--- src/rtl/ef_pwm_dec32.sv ---
// PWM decoder: measures period and high time in prescaled ticks, with a stuck-level timeout.
// Define EF_PWM_DEC32_GLITCH_FILTER_EN to add a 3-sample stability filter on the input level.
module ef_pwm_dec32 #(
  parameter int SYNC_STAGES = 2
) (
  input  logic        clk,
  input  logic        rst,
  input  logic        en,
  input  logic        pwm_in,
  input  logic [3:0]  clk_src,
  input  logic        inv,
  input  logic [31:0] timeout,
  output logic [31:0] period,
  output logic [31:0] high_time,
  output logic        valid,
  output logic        to_flag,
  output logic        level
);

  typedef enum logic [1:0] {IDLE, WAIT_RISE, HIGH, LOW} state_t;

  state_t                 r_state;
  state_t                 w_state_next;
  logic [7:0]             r_presc;
  logic [SYNC_STAGES-1:0] r_sync;
  logic                   r_level;
  logic [31:0]            r_cnt;
  logic [31:0]            r_hi_cap;
  logic [31:0]            r_period;
  logic [31:0]            r_high_time;
  logic                   r_load;
  logic                   r_valid;
  logic                   r_to;

  logic       w_tick;
  logic [8:0] w_tick_bit;
  logic [8:0] w_tick_mask;
  logic       w_pol;
  logic       w_lvl;
  logic       w_rise;
  logic       w_fall;
  logic       w_edge;
  logic       w_run;
  logic       w_to_hit;
  logic       w_to_fire;
  logic       w_load;

  always_ff @(posedge clk or posedge rst) begin
    if (rst)     r_presc <= '0;
    else if (en) r_presc <= r_presc + 8'd1;
    else         r_presc <= '0;
  end

  // Bit k of the prescaler has just risen when its low k+1 bits read 1 followed by zeros.
  always_comb begin
    w_tick_bit  = 9'd1 << clk_src[2:0];
    w_tick_mask = (w_tick_bit << 1) - 9'd1;
    w_tick      = 1'b0;
    if (clk_src == 4'd8)
      w_tick = 1'b1;
    else if (!clk_src[3])
      w_tick = (({1'b0, r_presc} & w_tick_mask) == w_tick_bit);
  end

  always_ff @(posedge clk or posedge rst) begin
    if (rst) r_sync <= '0;
    else     r_sync <= {r_sync[SYNC_STAGES-2:0], pwm_in};
  end

  assign w_pol = r_sync[SYNC_STAGES-1] ^ inv;

`ifdef EF_PWM_DEC32_GLITCH_FILTER_EN
  logic [1:0] r_filt;

  always_ff @(posedge clk or posedge rst) begin
    if (rst) r_filt <= '0;
    else     r_filt <= {r_filt[0], w_pol};
  end

  // The registered level doubles as the filter's hold value.
  assign w_lvl = ((w_pol == r_filt[0]) && (w_pol == r_filt[1])) ? w_pol : r_level;
`else
  assign w_lvl = w_pol;
`endif

  always_ff @(posedge clk or posedge rst) begin
    if (rst) r_level <= 1'b0;
    else     r_level <= w_lvl;
  end

  assign w_rise   = w_lvl & ~r_level;
  assign w_fall   = ~w_lvl & r_level;
  assign w_edge   = w_rise | w_fall;
  assign w_run    = en && ((r_state == HIGH) || (r_state == LOW));
  assign w_to_hit = (timeout != 32'd0) && (r_cnt == timeout) && !w_edge;

  always_ff @(posedge clk or posedge rst) begin
    if (rst) r_state <= IDLE;
    else     r_state <= w_state_next;
  end

  always_comb begin
    w_state_next = r_state;
    w_load       = 1'b0;
    w_to_fire    = 1'b0;
    if (!en) begin
      w_state_next = IDLE;
    end else begin
      case (r_state)
        IDLE:      w_state_next = WAIT_RISE;
        WAIT_RISE: if (w_rise) w_state_next = HIGH;
        HIGH: begin
          if (w_fall) begin
            w_state_next = LOW;
          end else if (w_to_hit) begin
            w_state_next = WAIT_RISE;
            w_to_fire    = 1'b1;
          end
        end
        LOW: begin
          if (w_rise) begin
            w_state_next = HIGH;
            w_load       = 1'b1;
          end else if (w_to_hit) begin
            w_state_next = WAIT_RISE;
            w_to_fire    = 1'b1;
          end
        end
        default:   w_state_next = IDLE;
      endcase
    end
  end

  // A rise restarts the count with this cycle's tick, so N ticks between rises read back as N.
  always_ff @(posedge clk or posedge rst) begin
    if (rst)
      r_cnt <= '0;
    else if (w_to_fire)
      r_cnt <= '0;
    else if (w_rise)
      r_cnt <= {31'd0, w_tick};
    else if (w_run && w_tick && !(&r_cnt))
      r_cnt <= r_cnt + 32'd1;
  end

  always_ff @(posedge clk or posedge rst) begin
    if (rst) begin
      r_hi_cap    <= '0;
      r_period    <= '0;
      r_high_time <= '0;
    end else begin
      if (w_run && (r_state == HIGH) && w_fall)
        r_hi_cap <= r_cnt;
      if (w_load) begin
        r_period    <= r_cnt;
        r_high_time <= r_hi_cap;
      end
    end
  end

  always_ff @(posedge clk or posedge rst) begin
    if (rst) begin
      r_load  <= 1'b0;
      r_valid <= 1'b0;
      r_to    <= 1'b0;
    end else begin
      r_load  <= w_load;
      r_valid <= r_load & en;
      r_to    <= w_to_fire;
    end
  end

  assign period    = r_period;
  assign high_time = r_high_time;
  assign valid     = r_valid & en;
  assign to_flag   = r_to & en;
  assign level     = r_level;

endmodule

--- config.mk ---
export PLATFORM = sky130hd
export DESIGN_NAME = ef_pwm_dec32
export DESIGN_NICKNAME = d
export VERILOG_FILES = /design/src/rtl/ef_pwm_dec32.sv
export SDC_FILE = /design/constraint.sdc
export NUM_CORES = 1
export LEC_CHECK = 0
export ABC_AREA = 1
export CAP_MARGIN = 5
export CORE_MARGIN = 2
export CORE_UTILIZATION = 59
export CTS_CLUSTER_SIZE = 8
export DETAILED_ROUTE_END_ITERATION = 10
export PLACE_DENSITY = 0.86
export SLEW_MARGIN = 20
export SYNTH_ARGS = -nofsm -noshare
export SYNTH_HDL_FRONTEND = slang
export SYNTH_SLANG_ARGS = --single-unit
--- constraint.sdc ---
create_clock -name clk -period 14.1 [get_ports clk]
set_clock_uncertainty 0.2 [all_clocks]
set_input_delay 2.82 -clock clk [delete_from_list [all_inputs] [get_ports clk]]
set_output_delay 2.82 -clock clk [all_outputs]
set_load 0.005 [all_outputs]
Word level (Yosys, flattened, before mapping)
Index checks and enable logic that the tools add are counted.
- logic and storage cells: 66
- output and inout bits: 67
- register bits after elaboration: 144
- reductions and logical operators: 14
- $add $sub $neg: 3
- equality and inequality tests: 7
- bitwise operators: 10
- mux-type cells: 20
- shift operators: 1
- operators by type and width (cell ; number):
    $mux W32 ; 3
    $add A32 B1 Y32 const B ; 1
    $eq A32 B32 Y1 ; 1
    $reduce_and A32 Y1 ; 1
    $reduce_bool A32 Y1 ; 1
    $mux W2 ; 5
    $and A8 B9 Y9 ; 1
    $eq A9 B9 Y1 ; 1
    $mux W1 ; 9
    $shl A1 B3 Y9 const A ; 1
    $sub A9 B1 Y9 const B ; 1
    $add A8 B1 Y8 const B ; 1
    $mux W8 ; 1
    $pmux W2 S4 ; 1
    $logic_and A1 B1 Y1 ; 7
    $and A1 B1 Y1 ; 5
    $eq A2 B2 Y1 const B ; 2
    $eq A4 B4 Y1 const B ; 1
    $ne A3 B3 Y1 const B ; 1
    $reduce_bool A3 Y1 ; 1
    $eq A2 B1 Y1 const B ; 1
    $logic_not A1 Y1 ; 2
    $logic_not A2 Y1 ; 1
    $not A1 Y1 ; 2
    4 further kinds ; 4

Logic depth before layout (Yosys ltp)
- word-level depth: 11
- mapped depth: 18
- mapped depth without buffers: 16

Least setup slack after synthesis
OpenSTA, ideal clock, no wires.
- path type: input to output
- from: in en
- to: out to_flag
- arrival time: 3.175 ns
- path slack: 7.905 ns
- required time: 11.080 ns
- path buffers: 1
- stages: 3
- cells stage by stage: clkbuf_1 nand2_1 inv_1
- word-level cells in the longest chain between the ends: 1
- ends and longest elaborated chain (what ; line ; RTL):
    from (decl) ; 8 ; input logic en,
    $and A1 B1 Y1 ; 176 ; assign to_flag = r_to & en;
    to (decl) ; 16 ; output logic to_flag,
Every way passes these cells.

Worst setup path after layout
- from: in en
- to: out valid
- word-level cells in the longest chain between the ends: 1
- ends and longest elaborated chain (what ; line ; RTL):
    $and A1 B1 Y1 ; 175 ; assign valid = r_valid & en;
    to (decl) ; 15 ; output logic valid,
Every way passes these cells.

==> impl_results.md <==
* RSZ-0062 raised after global routing: no
* Final Cycle Share at 51.4%
* Total Neg Setup Slack at 0 ps
* Post-DRT Antenna Nets at 0
* Internal at 947 uW
* Root buffer cell: clkbuf_16
* WP data arrival at 4230 ps
* Initial antenna violation count at 0
* Final Hold Vio Count at 0
* Slew HR at 29.4%
* DRT Wirelength at 17.2 mm
* Die width at 115 um
* Worst skew pair latency at 430 ps
* Final Critical Period at 7250 ps
* P per Cell Area at 142 mW/mm^2
* Flops & latches, synth at 144
* FFs w/ async S/R, synth at 100%
* DRT Pass-1 Iters at 5
* Num CTS Buffers at 17
* Post-synthesis sequential area ratio at 49.9%
* FMAX at 0.138 GHz
* Pre-CTS setup slack at 6850 ps
* Yosys top cell by area: dfrtp_1
* Nets at 1024
* Flop pwr share at 41.6%
* Avg WL per Cell at 15.1 um
* Synthesized net count at 924
* Clk buf depth at 2
* PostCTS Resize Cnt at 0
* Outcome: completed
* Mux share of post-synthesis cell area at 4.99%
* Most used DFF post-synth: dfrtp_1
* P_sw at 335 uW
* Die Y at 115 um
* First-pass GRT wire length at 28.7 mm
* Synth Area in Adders at 0.866%
* Yosys cell types at 32
* Clock power frac at 37.2%
* Largest net degree at the start of global routing at 75
* CTS tree: built
* Leakage at 0.00429 uW
* Post-CTS setup buffer count at 0
* Clock Sinks at 144
* GRT Residual Overflow at 0
* Total GRT Usage at 28.1%
* Number of global-route vias before repair at 6107
* Worst-Margin Slew at 1050 ps
* Post-synth EDFFs at 0
* Fraction of layout cells with a size suffix above 1 at 9.08%
* Post-DP HPWL at 11.8 mm
* Clock Pin Slew Worst Setup and Hold Paths at 60 ps
* Yosys warns at 0
* Row cnt at 40
* Area grow syn2layout at 24.6%
* Top-area cell type share of the netlist area at 49.9%
* Cts hold-fix bufs at 0
* Core area at 0.0120 sq mm
* Compound-gate portion of the synthesized area at 9.06%
* Slew Viols, Final at 0
* Commonest cells post-synth: 181 x nand2_1, 144 x dfrtp_1, 137 x nor2_1
* Most instantiated library cell after synthesis: nand2_1
* Max-cap violations at 0
* I/O Pins at 108
* Syn Inst Count at 878
* Sw Ratio at 26.1%
* Startpoint Class: primary input
* Largest family of logic cells by synthesized area: simple AND/OR/NAND/NOR gates
* Final setup vio count at 0
* Logic pwr share at 21.1%
* Syn_area_per_cell at 8.23 sq um
* Critical path type: in -> out
* Routability cong. at 0.934
* Critical Path RT at 11080 ps
* Via-per-instance ratio at 5.45
* XOR/XNOR share of the synthesized area at 1.94%
* Crit-path max FO at 14
* Synth area leaders: dfrtp_1 50%, nand2_1 9.4%, nor2_1 7.1%
* Crit. End Element: output port
* Synth Area in Simple Gates at 24.7%
* Die area at 0.0131 sq mm
* DRC marker count from the first detailed-route iteration at 499
* Post-Synthesis Cell Area at 0.00722 sq mm
* Worst Setup Slack, final at 6850 ps
* Diode count at 0
* Peak supply drop at 80.7 uV
* Hold Path Class: reg -> reg
* H-tree Lvls at 4
* DRC at 0
* Via Count at 6203
* Number of port buffers at 107
* Initial core utilization at 60.4%
[cell families (layout without fill, tap and decap cells)]
family          after synthesis  after routing
fa+ha+maj                     5              5
compound gates              120            120
flops                       144            144
simple gates                408            408
xor+xnor                     16             16
buf+inv                     153            266
mux                          32             32
[worst paths after layout]
check	startpoint	end	slack (ps)	depth (start not counted)
min in group asynchronous	rst	high_time[4]	2660	2
worst min-delay path	r_sync[0]	r_sync[1]	160	0
worst max-delay path	en	valid	6850	4
worst max register to register	r_cnt[0]	r_cnt[0]	10730	10
max in group asynchronous	rst	r_cnt[28]	9710	3
worst min register to register	r_sync[0]	r_sync[1]	160	0
[cell type report]
class	instances	area [sq um]
clock buffers	19	433
clock inverters	13	188
repair buffers	112	1110
multi-input cells	581	3020
well taps	147	184
flip-flops and latches	144	3600
fillers	830	2960
inverters	122	463
[power groups by stage]
| stage | Sequential (uW) | Clock [uW] | Combinational [uW] |
|---|---|---|---|
| after global routing | 542 | 499 | 300 |
| after detailed placement | 540 | 0 | 271 |
| after CTS | 534 | 481 | 273 |
| final | 534 | 477 | 271 |
| after global placement | 538 | 0 | 263 |
| after floorplan | 538 | 0 | 110 |
[worst max-delay path: stages]
cell	delay, ps
clkdlybuf4s50_1	770
nand2_1	90
inv_1	60
clkdlybuf4s50_1	490
[layer usage]
layer / routed length (um) / track usage [%] / vias up
met4: 410 / 11.8 / 0
met1: 7520 / 38.3 / 2902
met5: 0 / 0 / -
met3: 1120 / 6.14 / 40
met2: 8100 / 43.7 / 250
li1: - / - / 3011
[state kept, by name, indices dropped and copies added, names as in the netlist]
| register | flops |
|---|---|
| r_to | 1 |
| r_hi_cap | 32 |
| r_valid | 1 |
| r_state | 2 |
| level | 1 |
| period | 32 |
| r_load | 1 |
| r_cnt | 32 |
| high_time | 32 |
| r_presc | 8 |
| r_sync | 2 |
[cell usage in the layout (no fill, tap or decap), types with 20 or more instances in the layout]
master / synthesis / final
nand2_1: 181 / 181
dfrtp_1: 144 / 144
nor2_1: 137 / 137
inv_1: 114 / 112
clkdlybuf4s50_1: 0 / 107
o21ai_0: 48 / 48
a21oi_1: 43 / 43
mux2_2: 32 / 32
nand4_1: 31 / 31
nand3_1: 22 / 21
o21bai_1: 20 / 20
[stage by stage]
stage               total power (uW)  instance area, sq um  std cells  utilization [%]  hold WS [ps]
floorplan                        648                  7220        878                -           131
global placement                 801                  8370       1106             70.0           133
detailed placement               811                  8370       1106             70.0           154
CTS                             1290                  8990       1138             75.2           167
global route                    1340                  9000       1138             75.3           165
finish                          1280                  9000       1138             75.3           161
(Power assumes the default switching activity.)
